$ cat src/rtl/lab3_dg_digit_store.sv
// Keypad digit store: decodes scanner strobes into a two-digit history and
// time-multiplexes both digits onto a dual common-anode seven-segment display.
module lab3_dg_digit_store #(
    parameter int MUX_DIV      = 24000,
    parameter int BLANK_CYCLES = 480
) (
    input  logic       int_osc,
    input  logic       reset,
    input  logic [7:0] keypress,
    input  logic       alarm,
    output logic [6:0] seg,
    output logic [1:0] an,
    output logic [3:0] digit_new,
    output logic [3:0] digit_old,
    output logic       bad_key
);
    localparam int CW = (MUX_DIV > 2) ? $clog2(MUX_DIV) : 2;
    localparam logic [CW-1:0] CNT_MAX = CW'(MUX_DIV - 1);
    localparam logic [CW-1:0] BLANK_C = CW'(BLANK_CYCLES);

    logic [3:0]    r_digit_new, r_digit_old;
    logic          r_valid_new, r_valid_old;
    logic [CW-1:0] r_cnt;
    logic          r_sel;
    logic          r_bad;
    logic [6:0]    r_seg;
    logic [1:0]    r_an;

    logic [1:0] w_c, w_r;
    logic       w_cok, w_rok, w_legal;
    logic [3:0] w_digit;
    logic       w_show;
    logic [3:0] w_shown_digit;
    logic [6:0] w_glyph;

    // Column/row fields are active-low one-hot; anything else is illegal.
    always_comb begin
        w_c   = 2'd0;
        w_cok = 1'b1;
        case (keypress[7:4])
            4'b1110: w_c = 2'd0;
            4'b1101: w_c = 2'd1;
            4'b1011: w_c = 2'd2;
            4'b0111: w_c = 2'd3;
            default: w_cok = 1'b0;
        endcase
        w_r   = 2'd0;
        w_rok = 1'b1;
        case (keypress[3:0])
            4'b1110: w_r = 2'd0;
            4'b1101: w_r = 2'd1;
            4'b1011: w_r = 2'd2;
            4'b0111: w_r = 2'd3;
            default: w_rok = 1'b0;
        endcase
        w_legal = w_cok & w_rok;
    end

    always_comb begin
        case ({w_r, w_c})
            4'h0: w_digit = 4'h1;
            4'h1: w_digit = 4'h2;
            4'h2: w_digit = 4'h3;
            4'h3: w_digit = 4'hA;
            4'h4: w_digit = 4'h4;
            4'h5: w_digit = 4'h5;
            4'h6: w_digit = 4'h6;
            4'h7: w_digit = 4'hB;
            4'h8: w_digit = 4'h7;
            4'h9: w_digit = 4'h8;
            4'hA: w_digit = 4'h9;
            4'hB: w_digit = 4'hC;
            4'hC: w_digit = 4'hE;
            4'hD: w_digit = 4'h0;
            4'hE: w_digit = 4'hF;
            default: w_digit = 4'hD;
        endcase
    end

    // A slot only lights after its dead-time and only if its digit has been entered.
    always_comb begin
        w_show        = (r_cnt >= BLANK_C) && (r_sel ? r_valid_old : r_valid_new);
        w_shown_digit = r_sel ? r_digit_old : r_digit_new;
        case (w_shown_digit)
            4'h0: w_glyph = 7'b1000000;
            4'h1: w_glyph = 7'b1111001;
            4'h2: w_glyph = 7'b0100100;
            4'h3: w_glyph = 7'b0110000;
            4'h4: w_glyph = 7'b0011001;
            4'h5: w_glyph = 7'b0010010;
            4'h6: w_glyph = 7'b0000010;
            4'h7: w_glyph = 7'b1111000;
            4'h8: w_glyph = 7'b0000000;
            4'h9: w_glyph = 7'b0010000;
            4'hA: w_glyph = 7'b0001000;
            4'hB: w_glyph = 7'b0000011;
            4'hC: w_glyph = 7'b1000110;
            4'hD: w_glyph = 7'b0100001;
            4'hE: w_glyph = 7'b0000110;
            default: w_glyph = 7'b0001110;
        endcase
    end

    always_ff @(posedge int_osc) begin
        if (reset) begin
            r_digit_new <= 4'd0;
            r_digit_old <= 4'd0;
            r_valid_new <= 1'b0;
            r_valid_old <= 1'b0;
            r_bad       <= 1'b0;
        end else begin
            r_bad <= alarm & ~w_legal;
            if (alarm && w_legal) begin
                r_digit_old <= r_digit_new;
                r_valid_old <= r_valid_new;
                r_digit_new <= w_digit;
                r_valid_new <= 1'b1;
            end
        end
    end

    always_ff @(posedge int_osc) begin
        if (reset) begin
            r_cnt <= '0;
            r_sel <= 1'b0;
            r_seg <= 7'b1111111;
            r_an  <= 2'b11;
        end else begin
            if (r_cnt == CNT_MAX) begin
                r_cnt <= '0;
                r_sel <= ~r_sel;
            end else begin
                r_cnt <= r_cnt + CW'(1);
            end
            r_an  <= w_show ? (r_sel ? 2'b01 : 2'b10) : 2'b11;
            r_seg <= w_show ? w_glyph : 7'b1111111;
        end
    end

    assign seg       = r_seg;
    assign an        = r_an;
    assign digit_new = r_digit_new;
    assign digit_old = r_digit_old;
    assign bad_key   = r_bad;
endmodule

$ cat config.mk
export PLATFORM = sky130hd
export DESIGN_NAME = lab3_dg_digit_store
export DESIGN_NICKNAME = d
export VERILOG_FILES = /design/src/rtl/lab3_dg_digit_store.sv
export SDC_FILE = /design/constraint.sdc
export NUM_CORES = 1
export LEC_CHECK = 0
export BUFFER_PORTS_ARGS = -buffer_cell sky130_fd_sc_hd__buf_4
export CORE_ASPECT_RATIO = 0.75
export CORE_MARGIN = 5
export CORE_UTILIZATION = 46
export DETAILED_ROUTE_END_ITERATION = 7
export PLACE_DENSITY = 0.74
export SLEW_MARGIN = 20
export SYNTH_ARGS = -nofsm -noshare
export SYNTH_HDL_FRONTEND = slang
export SYNTH_SLANG_ARGS = --single-unit
$ cat constraint.sdc
create_clock -name int_osc -period 2.8 [get_ports int_osc]
set_input_delay 0.56 -clock int_osc [delete_from_list [all_inputs] [get_ports int_osc]]
set_output_delay 0.56 -clock int_osc [all_outputs]
set_load 0.02 [all_outputs]
## Word level (Yosys, flattened, before mapping)

Memories as Yosys holds them, arrays and structs flattened. A register that Yosys moved wholly into a read port is not among the register bits.
Cells that the tools add are included.

- Add/sub/neg operators: 1
- $lt $le $gt $ge: 1
- Eq/ne operators: 9
- Mux-type cells: 7
- Bitwise gates (word level): 5
- Reductions and logical operators: 6

Operator list:

| kind | number |
|---|---|
| 4-bit == test (second input constant) | 6 |
| 15-bit by 1-bit adder with 15-bit output (second input constant) | 1 |
| 15-bit == test (second input constant) | 1 |
| 15-bit by 9-bit >= comparator with 1-bit output (second input constant) | 1 |
| 2-bit one-hot mux with 3 select lines | 2 |
| 4-bit by 3-bit == test with 1-bit output (second input constant) | 2 |
| 4-bit OR reduction | 2 |
| 4-bit 2-to-1 mux | 1 |
| 2-bit OR reduction | 2 |
| 1-bit 2-to-1 mux | 3 |
| 1-bit inverter | 3 |
| 1-bit bitwise AND | 2 |
| 1-bit logical AND | 2 |
| 2-bit 2-to-1 mux | 1 |

- Register bits after elaboration: 25
- Bits in read-only memories: 176
- Bits of input ports: 11
- Memories: 2

Memory list:

| memory | words | width | read ports | clocked after memory_dff | wr ports | RTL line | text |
|---|---|---|---|---|---|---|---|
| (name not given) | 16 | 7 | 1 | 1 | 0 | 84 | `case (w_shown_digit)` |
| (name not given) | 16 | 4 | 1 | 1 | 0 | 60 | `case ({w_r, w_c})` |

## Longest topological paths before layout

- Depth after elaboration: 6
- Gate-level depth with buffers: 9
- Gate-level depth less buffers: 9

## Worst setup path after synthesis

OpenSTA, ideal clock, no wires.

- Path kind: in2reg
- Start: input port keypress[7]
- End: register r_digit_new[3] (netlist: digit_new[3])
- Library setup time: 0.071 ns
- Data arrival time: 1.818 ns
- Data required time: 2.729 ns
- Slack: 0.911 ns
- Cell stages on the path: 8
- Path buffers: 0
- Path through: xor2_1 > and3_1 > inv_1 > ha_1 > nand3_1 > mux2i_1 > a2111o_1 > a21oi_1

- Word-level cells in the longest chain between the ends: 5
- Elaborated cells on any way between the ends: 9
- Those cells by class: eq/ne: 4; mux: 2; bitwise: 1; reduce/logical: 2

Ends and longest elaborated chain:

| element | RTL line | text |
|---|---|---|
| from (decl) | 9 | `input logic [7:0] keypress,` |
| 4-bit by 3-bit == test with 1-bit output or 4-bit == test (tied branches) | 40 | `case (keypress[7:4])` |
| 4-bit OR reduction (no line) | -- |  |
| 1-bit 2-to-1 mux | 40 |  |
| 1-bit bitwise AND | 56 | `w_legal = w_cok & w_rok;` |
| 1-bit logical AND | 113 | `if (alarm && w_legal) begin` |
| to (decl) | 21 | `logic [3:0] r_digit_new, r_digit_old;` |

Parallel ways exist; a longest one is shown, timed or not.
A chain may end at the register's enable or synchronous reset.

## Final worst setup path

- Start: register r_sel
- End: register r_seg[3] (netlist: seg[3])

- Word-level cells in the longest chain between the ends: 4
- Elaborated cells on any way between the ends: 5
- Those cells by class: mux: 2; bitwise: 1; reduce/logical: 2

Ends and longest elaborated chain:

| element | RTL line | text |
|---|---|---|
| from (decl) | 24 | `logic r_sel;` |
| from (signal assigned) | 131 | `r_sel <= ~r_sel;` |
| 1-bit 2-to-1 mux | 82 | `w_show = (r_cnt >= BLANK_C) && (r_sel ? r_valid_old : r_valid_new);` |
| 1-bit logical AND | 82 |  |
| 1-bit inverter (no line) | -- |  |
| 2-bit OR reduction (no line) | -- |  |
| to (decl) | 26 | `logic [6:0] r_seg;` |

Parallel ways exist; a longest one is shown, timed or not.

==> reports/qor.yml <==
cts_buffers: 5
synth-seq-cells: 36
arrival_ns: 2.29
hold_path_class: "reg -> reg"
dr.pass1.iters: 4
vias: 1475
slew_headroom: 0.5112
setup_tns_ns: 0
htreeDepth: 2
grt.overflow.total: 0
required_ns: 2.96
cp-start-kind: "flop"
ys_warn_count: 0
power.density_nw_per_um2: 438.4
hpwlAfterDp_mm: 2.574
power_leakage_nw: 0.9358
finalCriticalPeriod_ns: 2.136
clockRootBuffer: "clkbuf_8"
yosys.cell_types.count: 41
ys.flop_type: "dfxtp_1"
ant_nets: 0
seq_area_frac_synth: 0.3812
fin_skew_ns: 0.004940
cts_sinks: 36
post-route-period-util: 0.7628
io_buffers: 28
grt_start_max_net_pins: 16
n_fill_cell: 369
synth_fp_nets: 230
num_rows: 20
dp_cells: 284
finalHoldViolations: 0
post-place-ws_ns: 0.6533
totalWireLength_mm: 3.485
grt.total_usage: 0.1322
vias_per_cell: 5.051
avgSynthCellArea_um2: 9.177
synth_edf_count: 0
grt_pass1_vias: 1302
cts_resized: 0
ctsHoldBuffers: 0
core_area_um2: 4004
dieArea_um2: 5505
die-height_um: 65.52
clkTransAtPathRegs_ns: 0.07
synthCells: 206
synth_area_um2: 1891
placedInstanceArea_um2: 2143
status: "complete, no violations"
finalMaxSlewViolations: 0
clock.fmax_mhz: 468.2
postCtsSetupBuffers: 0
synthArstFlopShare: 0
endpoint_kind: "flop"
worstMarginPinSlew_ns: 0.7332
max_cap_violations: 0
vdd_drop_max_mv: 0.2367
num_antenna_cells: 0
worstSkewPairLatency_ns: 0.29
totalPowerFinal_mw: 0.9803
cts_tree: "yes"
ios: 29
wire_per_inst_um: 11.93
cp_max_fo: 10
area_growth_pct: 18.27
antenna_found_initial: 0
die_width_um: 84.03
drtIter0Drc: 47
rsz0062_at_grt: "no"
critPathKind: "reg -> reg"
start_util: 0.4722
setup_viol: 0
drcViolationCount: 0
grt_pass1_wl_mm: 5.830
drive_gt1_frac: 0.1899
clock_path_buffers: 2
design_area_um2: 2236
gp_congestion: 0.9227
final_cell_count_no_fill: 292
setup_ws_ns: 0.6642
nets: 260
layout by cell type (no fill, tap or decap), drive strengths merged, types with 7 or more instances in the layout:
cell	Yosys	routed
inv	10	10
nand2	15	15
a21oi	7	7
dfxtp	36	36
ha	13	13
xor2	10	10
xnor2	7	7
nor2	32	32
mux2i	14	14
nand3	10	10
buf	4	28
worst max-delay path, cell delays in order (launching register included):
cell and delay (ns):
dfxtp_1 0.62, mux2_2 0.44, inv_1 0.17, ha_1 0.15, inv_1 0.05, mux4_2 0.44, nand2b_1 0.15
layout make-up:
cell class                      count  area (um2)  share of cell area
Clock buffer                        6       82.58             0.03693
Clock inverter                      2       10.01            0.004477
Inverter                           10       37.54             0.01679
Multi-Input combinational cell    155        1106              0.4947
Sequential cell                    36       720.7              0.3223
Tap cell                           55       68.82             0.03078
Timing Repair Buffer               28       210.2             0.09401
cells by family (layout without fill, tap and decap cells):
family	count (synthesis)	count (layout)	synth area share
and+or+nand+nor	82	82	0.2131
AOI/OAI and AO/OA	24	24	0.09530
DFF	36	36	0.3812
buffers and inverters	15	46	0.03375
adders and majority gates	13	13	0.08604
xor gates and xnor gates	17	17	0.07875
muxes	19	19	0.1118
cells in the mapped netlist, types with 2 or more instances:
library cell  count  area [um2]
o22ai_1           2       12.51
inv_1             9       33.78
a21oi_1           7       35.03
dfxtp_1          36       720.7
xor2_1           10       87.58
o221ai_1          3       26.28
buf_2             3       15.01
mux2_2            3       33.78
xnor2_1           7       61.31
nor2_1           32       120.1
nand2_1          15       56.30
ha_1             13       162.7
nand4_1           2       12.51
and3_1            4       25.02
mux2i_1          14       140.1
nor4_1            2       12.51
o21ai_0           2       10.01
nand4b_1          4       35.03
nor3_1            3       15.01
nand3_1          10       50.05
nand2b_1          5       31.28
metrics by stage:
stage                       util  hold slack (ns)
after floorplan                -           0.4373
after global placement    0.5353           0.4595
after detailed placement  0.5353           0.4608
after CTS                 0.5584           0.4705
after global routing      0.5584           0.5183
final                     0.5584           0.4660
report_power, final:
group	total [mW]	switching [mW]	internal, mW
Clock	0.372	0.176	0.196
Combinational	0.0849	0.0477	0.0372
Sequential	0.524	0.00563	0.518
final timing paths:
| kind | endpoint | slack [ns] | cells past startpoint | startpoint |
|---|---|---|---|---|
| setup / recovery | seg[3]$_SDFF_PP1_ | 0.66 | 6 | r_sel$_SDFFE_PP0N_ |
| hold / removal | r_valid_new$_SDFFE_PP0P_ | 0.47 | 2 | r_valid_new$_SDFFE_PP0P_ |
| setup reg to reg | seg[3]$_SDFF_PP1_ | 0.66 | 6 | r_sel$_SDFFE_PP0N_ |
| hold reg to reg | r_valid_new$_SDFFE_PP0P_ | 0.47 | 2 | r_valid_new$_SDFFE_PP0P_ |
state kept, by name (all words and copies together) (netlist names), 2 cells and up:
register / cells
r_cnt: 15
seg: 7
digit_new: 4
digit_old: 4
an: 2
layer usage:
metal,vias to the layer above,GRT usage,part of all wire
li1,773,-,-
met1,672,0.1759,0.50
met2,22,0.1939,0.43
met3,8,0.04386,0.049
met4,0,0.06024,0.018
met5,-,0,0
(Power assumes the default switching activity.)
